===== config.mk =====
export PLATFORM = sky130hd
export DESIGN_NAME = sram_req_arbiter
export DESIGN_NICKNAME = d
export VERILOG_FILES = /design/src/rtl/sram_req_arbiter_pkg.sv /design/src/rtl/arb_id_fifo.sv /design/src/rtl/sram_req_arbiter.sv
export SDC_FILE = /design/constraint.sdc
export NUM_CORES = 1
export LEC_CHECK = 0
export CORE_AREA = 2 2 126 128
export DETAILED_ROUTE_END_ITERATION = 12
export DIE_AREA = 0 0 128 130
export HOLD_SLACK_MARGIN = 0.05
export SKIP_LAST_GASP = 1
export SLEW_MARGIN = 20
export SYNTH_ARGS = -nofsm -noshare
export SYNTH_HDL_FRONTEND = slang
export SYNTH_SLANG_ARGS = --single-unit

===== constraint.sdc =====
create_clock -name clk -period 6.4 [get_ports clk]
set_input_delay 1.6 -clock clk [delete_from_list [all_inputs] [get_ports clk]]
set_output_delay 1.6 -clock clk [all_outputs]
set_load 0.05 [all_outputs]

===== src/rtl/sram_req_arbiter_pkg.sv =====
// Shared definitions for the SRAM request arbiter: requester IDs, arbiter
// state encodings and SRAM transfer size encodings.
package sram_req_arbiter_pkg;

    // Owner IDs stored in the in-order response queue.
    localparam logic ID_INST = 1'b0;
    localparam logic ID_DATA = 1'b1;

    // Arbiter lock states.
    typedef enum logic [1:0] {
        UNLOCKED = 2'd0,
        LOCKED_I = 2'd1,
        LOCKED_D = 2'd2
    } arb_state_t;

    // SRAM-like transfer size encodings.
    localparam logic [1:0] SIZE_BYTE = 2'd0;
    localparam logic [1:0] SIZE_HALF = 2'd1;
    localparam logic [1:0] SIZE_WORD = 2'd2;

endpackage


===== src/rtl/arb_id_fifo.sv =====
// In-order owner-ID queue for accepted-but-not-returned memory transactions.
//
// Ports:
//   clk, rst      clock, synchronous active-high reset
//   push, push_id enqueue one owner ID (ignored when full)
//   pop           dequeue the head entry (ignored when empty)
//   full, empty   occupancy flags
//   head          owner ID at the queue head
module arb_id_fifo #(
    parameter int unsigned DEPTH = 2
) (
    input  logic clk,
    input  logic rst,
    input  logic push,
    input  logic push_id,
    input  logic pop,
    output logic full,
    output logic empty,
    output logic head
);

    localparam int unsigned PTR_W = (DEPTH > 1) ? $clog2(DEPTH) : 1;
    localparam int unsigned CNT_W = $clog2(DEPTH + 1);

    logic [DEPTH-1:0] ids_q;
    logic [PTR_W-1:0] wr_ptr_q;
    logic [PTR_W-1:0] rd_ptr_q;
    logic [CNT_W-1:0] count_q;
    logic             do_push;
    logic             do_pop;

    assign full    = (count_q == CNT_W'(DEPTH));
    assign empty   = (count_q == '0);
    assign head    = ids_q[rd_ptr_q];
    assign do_push = push & ~full;
    assign do_pop  = pop & ~empty;

    // Pointer increment with explicit wrap so non-power-of-two depths stay safe.
    function automatic logic [PTR_W-1:0] ptr_inc(input logic [PTR_W-1:0] p);
        return (p == PTR_W'(DEPTH - 1)) ? '0 : p + PTR_W'(1);
    endfunction

    // Storage, pointers and occupancy.
    always_ff @(posedge clk) begin
        if (rst) begin
            ids_q    <= '0;
            wr_ptr_q <= '0;
            rd_ptr_q <= '0;
            count_q  <= '0;
        end else begin
            if (do_push) begin
                ids_q[wr_ptr_q] <= push_id;
                wr_ptr_q        <= ptr_inc(wr_ptr_q);
            end
            if (do_pop) begin
                rd_ptr_q <= ptr_inc(rd_ptr_q);
            end
            case ({do_push, do_pop})
                2'b10:   count_q <= count_q + CNT_W'(1);
                2'b01:   count_q <= count_q - CNT_W'(1);
                default: count_q <= count_q;
            endcase
        end
    end

endmodule


===== src/rtl/sram_req_arbiter.sv =====
// Shares one SRAM-like memory port between the instruction-fetch requester
// and the MEM-stage data requester. One request is granted per cycle; each
// accepted request's owner is queued so in-order responses can be routed back.
//
// Optional feature: define ARB_ROUND_ROBIN_EN to replace fixed data priority
// with last-winner round-robin arbitration in the UNLOCKED state.
//
// Ports:
//   clk, rst                     clock, synchronous active-high reset
//   inst_*  (req/wr/size/wstrb/addr/wdata in; addr_ok/data_ok/rdata out)
//   data_*  (same as inst_*, MEM-stage side)
//   mem_req, mem_wr, mem_size, mem_wstrb, mem_addr, mem_wdata  to memory
//   mem_addr_ok, mem_data_ok, mem_rdata                       from memory
module sram_req_arbiter
    import sram_req_arbiter_pkg::*;
#(
    parameter int unsigned MAX_OUTSTANDING = 2,
    parameter int unsigned ADDR_W          = 32,
    parameter int unsigned DATA_W          = 32
) (
    input  logic              clk,
    input  logic              rst,

    input  logic              inst_req,
    input  logic              inst_wr,
    input  logic [1:0]        inst_size,
    input  logic [3:0]        inst_wstrb,
    input  logic [ADDR_W-1:0] inst_addr,
    input  logic [DATA_W-1:0] inst_wdata,
    output logic              inst_addr_ok,
    output logic              inst_data_ok,
    output logic [DATA_W-1:0] inst_rdata,

    input  logic              data_req,
    input  logic              data_wr,
    input  logic [1:0]        data_size,
    input  logic [3:0]        data_wstrb,
    input  logic [ADDR_W-1:0] data_addr,
    input  logic [DATA_W-1:0] data_wdata,
    output logic              data_addr_ok,
    output logic              data_data_ok,
    output logic [DATA_W-1:0] data_rdata,

    output logic              mem_req,
    output logic              mem_wr,
    output logic [1:0]        mem_size,
    output logic [3:0]        mem_wstrb,
    output logic [ADDR_W-1:0] mem_addr,
    output logic [DATA_W-1:0] mem_wdata,
    input  logic              mem_addr_ok,
    input  logic              mem_data_ok,
    input  logic [DATA_W-1:0] mem_rdata
);

    arb_state_t state_q;
    arb_state_t state_d;
    logic       block_q;
    logic       block;
    logic       grant_id;
    logic       granted_req;
    logic       accept;
    logic       sel_inst;
    logic       fifo_full;
    logic       fifo_empty;
    logic       fifo_head;
    logic       pop;

    // Handshakes stay quiet during reset and for one cycle after it.
    always_ff @(posedge clk) begin
        block_q <= rst;
    end
    assign block = rst | block_q;

`ifdef ARB_ROUND_ROBIN_EN
    logic last_q;

    // Last accepted owner; starts at data so inst wins the first conflict.
    always_ff @(posedge clk) begin
        if (rst) begin
            last_q <= ID_DATA;
        end else if (accept) begin
            last_q <= grant_id;
        end
    end
`endif

    // Arbiter state register.
    always_ff @(posedge clk) begin
        if (rst) begin
            state_q <= UNLOCKED;
        end else begin
            state_q <= state_d;
        end
    end

    // Grant selection, credit gating and next-state logic.
    always_comb begin
        grant_id    = ID_DATA;
        granted_req = 1'b0;
        mem_req     = 1'b0;
        accept      = 1'b0;
        state_d     = state_q;

        case (state_q)
            LOCKED_I: grant_id = ID_INST;
            LOCKED_D: grant_id = ID_DATA;
            default: begin
`ifdef ARB_ROUND_ROBIN_EN
                if (data_req && inst_req) begin
                    grant_id = (last_q == ID_DATA) ? ID_INST : ID_DATA;
                end else begin
                    grant_id = (data_req || !inst_req) ? ID_DATA : ID_INST;
                end
`else
                grant_id = (data_req || !inst_req) ? ID_DATA : ID_INST;
`endif
            end
        endcase

        granted_req = (grant_id == ID_DATA) ? data_req : inst_req;
        // Full is sampled from registered occupancy only; a same-cycle pop
        // never reopens the port, keeping mem_data_ok off the mem_req path.
        mem_req     = granted_req & ~fifo_full & ~block;
        accept      = mem_req & mem_addr_ok;

        case (state_q)
            UNLOCKED: begin
                if (mem_req && !mem_addr_ok) begin
                    state_d = (grant_id == ID_DATA) ? LOCKED_D : LOCKED_I;
                end
            end
            LOCKED_I, LOCKED_D: begin
                if (accept) begin
                    state_d = UNLOCKED;
                end
            end
            default: state_d = UNLOCKED;
        endcase
    end

    // Request field mux; idles on the data side whenever nothing is presented.
    assign sel_inst  = mem_req & (grant_id == ID_INST);
    assign mem_wr    = sel_inst ? inst_wr    : data_wr;
    assign mem_size  = sel_inst ? inst_size  : data_size;
    assign mem_wstrb = sel_inst ? inst_wstrb : data_wstrb;
    assign mem_addr  = sel_inst ? inst_addr  : data_addr;
    assign mem_wdata = sel_inst ? inst_wdata : data_wdata;

    assign inst_addr_ok = accept & (grant_id == ID_INST);
    assign data_addr_ok = accept & (grant_id == ID_DATA);

    // Responses with an empty queue are protocol errors and are dropped.
    assign pop          = mem_data_ok & ~fifo_empty & ~block;
    assign inst_data_ok = pop & (fifo_head == ID_INST);
    assign data_data_ok = pop & (fifo_head == ID_DATA);
    assign inst_rdata   = mem_rdata;
    assign data_rdata   = mem_rdata;

    arb_id_fifo #(
        .DEPTH (MAX_OUTSTANDING)
    ) u_id_fifo (
        .clk     (clk),
        .rst     (rst),
        .push    (accept),
        .push_id (grant_id),
        .pop     (pop),
        .full    (fifo_full),
        .empty   (fifo_empty),
        .head    (fifo_head)
    );

endmodule


* Word-level counts from Yosys, hierarchy flattened
Index checks and enable logic that the tools add are counted.
Word-level totals: register bits 9, input bits 180, output and inout bits 140, logic and storage cells 68
Operators by class: $add $sub $neg 4, $lt $le $gt $ge 3, equal/unequal tests 7, multiplexer cells 20, bitwise gates (word level) 18, reduce and logical (&&, ||, !) cells 10
Operators by type and width (count):
- 2-to-1 mux 32 bit | 2
- bitwise AND 1 bit | 12
- 2-to-1 mux 1 bit | 8
- 2-to-1 mux 2 bit | 4
- case mux 2 bit (2 select lines) | 2
- equality test 2 bit, second input constant | 3
- inverter 1 bit | 5
- equality test 2 x 1 -> 1 bit, second input constant | 2
- logical NOT 2 bit | 2
- less-than comparator 1 x 2 -> 1 bit, second input constant | 2
- 2-to-1 mux 4 bit | 1
- != test 2 bit, second input constant | 2
- adder 1 bit, second input constant | 2
- adder 2 x 1 -> 2 bit, second input constant | 1
- bitwise mux 2 bit | 1
- logical AND 1 bit | 2
- logical NOT 1 bit | 2
- case mux 1 bit (2 select lines) | 1
- AND reduction 2 bit | 1
- nonzero test 2 bit | 1
- OR reduction 2 bit | 1
- subtractor 2 x 1 -> 2 bit, second input constant | 1
- demux 1 bit (select 1 bit) | 1
- >= comparator 1 bit, second input constant | 1
- 2 further kinds | 2

* Depth between registers and ports, before layout
depth after elaboration 11, mapped depth 10, mapped depth without buffers 10

* Hierarchy
From an unflattened synthesis, not the netlist that was laid out.
Unflattened totals: cells, all modules 210, area, all modules 1875.5 µm²
By module, submodules not included:
- sram_req_arbiter | times used 1, cells each 179, area an instance 1584.0 µm², sequential area each 60.1 µm²
- arb_id_fifo | times used 1, cells each 31, area an instance 291.5 µm², sequential area each 120.1 µm²

* Least setup slack after synthesis
OpenSTA, ideal clock, no wires.
path type in2out, start input data_req, end output data_addr_ok, arrival 3.661 ns, data required time 4.800 ns, slack 1.139 ns, stages on the path 4, path buffers 0, path through nor2b_1 -> o21a_1 -> nor3_1 -> and3_1
On the way: cells in the longest elaborated chain, start to end 8
RTL lines:
- start, declared | RTL line sram_req_arbiter.sv:34 | input logic data_req,
- logical OR 1 bit | RTL line sram_req_arbiter.sv:115 | grant_id = (data_req || !inst_req) ? ID_DATA : ID_INST;
- 2-to-1 mux 1 bit | RTL line sram_req_arbiter.sv:115
- case mux 1 bit (2 select lines) | RTL line sram_req_arbiter.sv:104 | case (state_q)
- 2-to-1 mux 1 bit (*) | RTL line sram_req_arbiter.sv:120 | granted_req = (grant_id == ID_DATA) ? data_req : inst_req;
- bitwise AND 1 bit (*) (2 in a row) | RTL line sram_req_arbiter.sv:123 | mem_req = granted_req & ~fifo_full & ~block;
- named net mem_req | RTL line sram_req_arbiter.sv:44 | output logic mem_req,
- bitwise AND 1 bit (*) | RTL line sram_req_arbiter.sv:124 | accept = mem_req & mem_addr_ok;
- bitwise AND 1 bit (*) | RTL line sram_req_arbiter.sv:150 | assign data_addr_ok = accept & (grant_id == ID_DATA);
- end, declared | RTL line sram_req_arbiter.sv:40 | output logic data_addr_ok,
Mark *: on every way through the listed nets, which the timed path passes. The rest lies on a longest branch.

* Final worst setup path
start input rst, end output mem_wstrb[3]
On the way: cells in the longest elaborated chain, start to end 5
RTL lines:
- start, declared | RTL line sram_req_arbiter.sv:22 | input logic rst,
- OR 1 bit | RTL line sram_req_arbiter.sv:72 | assign block = rst | block_q;
- inverter 1 bit | RTL line sram_req_arbiter.sv:123
- bitwise AND 1 bit | RTL line sram_req_arbiter.sv:123
- bitwise AND 1 bit | RTL line sram_req_arbiter.sv:142 | assign sel_inst = mem_req & (grant_id == ID_INST);
- 2-to-1 mux 4 bit | RTL line sram_req_arbiter.sv:145 | assign mem_wstrb = sel_inst ? inst_wstrb : data_wstrb;
- end, declared | RTL line sram_req_arbiter.sv:47 | output logic [3:0] mem_wstrb,
Every way passes these cells.

==> impl_metrics.yaml <==
die:
  ios: 320
  core_um2: 15420
  start_util_pct: 13.95
  die-area_um2: 16640
  dieWidth_um: 128
  row_count: 46
  dieHeight_um: 130
cells_and_area:
  fin_nets: 545
  design_area_um2: 4150
  area_growth_pct: 92.85
  seqCellArea_um2: 180.2
  drive_gt1_share_pct: 23.55
  final_util_pct: 26.91
  multiInputGateArea_um2: 1391
  fillers: 1621
  final_common_cell: "clkdlybuf4s50_1"
  final_cell_mix: "217 x clkdlybuf4s50_1, 69 x mux2_4, 9 x dfxtp_1, 8 x nor2_1"
  diodes: 0
clock_tree:
  clkLatencyLatePin_ns: 0.24
  cts_tree: "built"
  numCtsBuffers: 3
  clkSlewWorstSetupHoldPaths_ns: 0.04
  clockBufferDepth: 2
  cts-root-buf: "clkbuf_16"
  cts.htree.levels: 1
  ctsResizeCount: 0
  postCtsSetupBuffers: 0
  cts_num_sinks: 9
  holdBufCountCts: 0
timing:
  fin_setup_tns_ns: 0
  finalHoldViolCount: 0
  period_share_pct: 93.62
  period_needed_ns: 5.992
  max_slew_margin_pct: 60.85
  tightest_slew_ns: 0.5873
  rsz0062_at_grt: "false"
  finalSetupViolCount: 0
  max_freq_mhz: 166.9
  hold_slack_ns: 0.4868
  skew_ns: 0.005616
  drv_slew: 0
yosys:
  synth_cells: 205
  netlist_top_cells_area: "mux2_4 48%, buf_4 23%, dfxtp_1 8.4%"
  ys_seq_area_share_pct: 8.372
  yosysUniqueCellTypes: 29
  netlist_area_um2: 2152
  netlist.area_leader.share_pct: 48.14
  post-synth-top-area-cell: "mux2_4"
  synth_seq_cells: 9
  synth_warnings: 0
  synth_area_per_cell_um2: 10.50
  syn_nets: 388
critical_path:
  ff2ff_path_depth: 8
  crit_fanout: 72
  cp_slowest_cell: "clkdlybuf4s50_1"
  max_stage_delay_ns: 0.72
  crit_type: "primary input to output pin"
  cp.arrival_ns: 4.39
  rr_endpoint: "u_id_fifo.count_q[1]"
  r2r-start: "state_q[1]"
  cp-start-kind: "primary input"
  cp_cell_sequence: "clkdlybuf4s50_1 > nor2_1 > nand2_1 > a211o_4 > buf_12 > mux2_4 > clkdlybuf4s50_1"
  cp-end-kind: "output pin"
  worst_ep_required_time_ns: 4.80
  crit_path_frequent_cell: "clkdlybuf4s50_1"
  reg2reg_slack_ns: 4.04
grt:
  grt_use_met1_pct: 10.11
  grt_max_degree: 73
  grt_overflow: 0
  grt_pass1_vias: 2050
  use_met2_pct: 16.48
  grtUsageMet3_pct: 3.813
  grt_busiest_layer: "met2"
  grt_antenna_before_repair: 0
  grt_usage_pct: 9.014
  grt_pass1_wl_um: 11830
routing:
  dr_total_vias: 2039
  ant_nets: 0
  drt-wirelength-per-cell_um: 15.78
  routed_wirelength_um: 8729
  viasPerCell: 3.687
  drt-pass1-iter-count: 4
  drt_iter0_markers: 60
  post-route-drc-count: 0
place:
  numPortBuffers: 223
  place_area_um2: 4071
  post-dp-hpwl_um: 7547
  gp_congestion: 0.8479
power:
  p_leak_nw: 1.794
  p_switching_w: 0.0002339
  pwr-share-seq_pct: 10.5
  pwr-share-clk_pct: 19.2
  p_sw_share_pct: 40.50
  ir_drop_mv: 0.1382
  combPwrFrac_pct: 70.3
  p_int_w: 0.0003436
  powerDensity_nw_per_um2: 139.2
min_path:
  min_from: "u_id_fifo.wr_ptr_q"
  min_path_type: "flop to flop"
  hold_depth: 2
  holdPathEnd: "u_id_fifo.wr_ptr_q"
job:
  drv_cap: 0
status:
  outcome: "finished, final reports clean"
[state kept, by name (all words and copies together), names as in the netlist]
signal,cells
u_id_fifo.rd_ptr_q,1
block_q,1
u_id_fifo.count_q,2
u_id_fifo.wr_ptr_q,1
u_id_fifo.ids_q,2
state_q,2
[worst max path at each step]
stage | start | slack [ns] | cells after the start | endpoint
after floorplan | data_req | 1.14 | 4 | data_addr_ok
after CTS | inst_req | 0.45 | 7 | mem_wdata[6]
after global placement | rst | 0.53 | 7 | mem_wdata[6]
after detailed placement | inst_req | 0.45 | 7 | mem_wdata[6]
final | rst | 0.41 | 7 | mem_wstrb[3]
after global routing | inst_req | 0.31 | 7 | mem_wstrb[3]
[per-stage QoR]
| stage | setup WS, ns | total power (W) | instances |
|---|---|---|---|
| 6_report | 0.4081 | 0.0005776 | 553 |
| 5_1_grt | 0.3095 | 0.0005982 | 553 |
| 4_1_cts | 0.4498 | 0.0005821 | 553 |
| 3_5_place_dp | 0.4503 | 0.0004691 | 549 |
| 3_3_place_gp | 0.5284 | 0.0004673 | 549 |
| 2_1_floorplan | 1.139 | 0.0004072 | 205 |
[worst max-delay path: cells and delay by family]
| kind | cells | cell delay (ns) |
|---|---|---|
| multiplexers | 1 | 0.40 |
| AO/OA/AOI/OAI | 1 | 0.34 |
| AND/OR/NAND/NOR | 2 | 0.43 |
| buffers and inverters | 3 | 1.49 |
[cell type report]
| cell class | count | share of cell area (%) |
|---|---|---|
| timing repair buffer | 224 | 53.90 |
| inverter | 6 | 0.5427 |
| multi-input combinational | 118 | 33.52 |
| clock buffer | 4 | 1.899 |
| tap | 192 | 5.788 |
| sequential | 9 | 4.341 |
[synthesized netlist by cell type, drive strengths merged]
cell type  number
a211o           1
a211oi          1
a21o            1
a21oi           3
and3            1
buf            72
dfxtp           9
ha              3
inv             6
mux2           73
mux2i           2
nand2           3
nand2b          1
nand4b          1
nor2            8
nor2b           4
nor3            1
nor3b           2
o2111ai         1
o211ai          2
o21a            1
o21ai           2
o22ai           2
or3             2
xnor2           1
xor2            2
[routing by layer]
metal / vias to the layer above / wire [um]
li1: 960 / -
met1: 917 / 3214
met2: 158 / 4424
met3: 4 / 1073
met4: 0 / 17
met5: - / 0
[kinds of logic (layout without fill, tap and decap cells)]
logic type | after synthesis | count (layout) | synth area share [%]
buffers and inverters | 78 | 234 | 27.38
multiplexers | 75 | 75 | 51.16
AND/OR/NAND/NOR | 23 | 23 | 5.814
AO/OA/AOI/OAI | 14 | 14 | 4.302
flip-flops | 9 | 9 | 8.372
adder cells (fa/ha/maj) | 3 | 3 | 1.744
XOR/XNOR | 3 | 3 | 1.221
[power by group through the flow]
| stage | clock (W) | combinational [W] | sequential (W) |
|---|---|---|---|
| after detailed placement | 0 | 0.000407 | 0.0000617 |
| final | 0.000111 | 0.000406 | 0.0000608 |
| after global routing | 0.000115 | 0.000422 | 0.0000611 |
| after floorplan | 0 | 0.000346 | 0.0000612 |
| after CTS | 0.000112 | 0.000409 | 0.0000609 |
| after global placement | 0 | 0.000406 | 0.0000616 |
(Power assumes the default switching activity.)
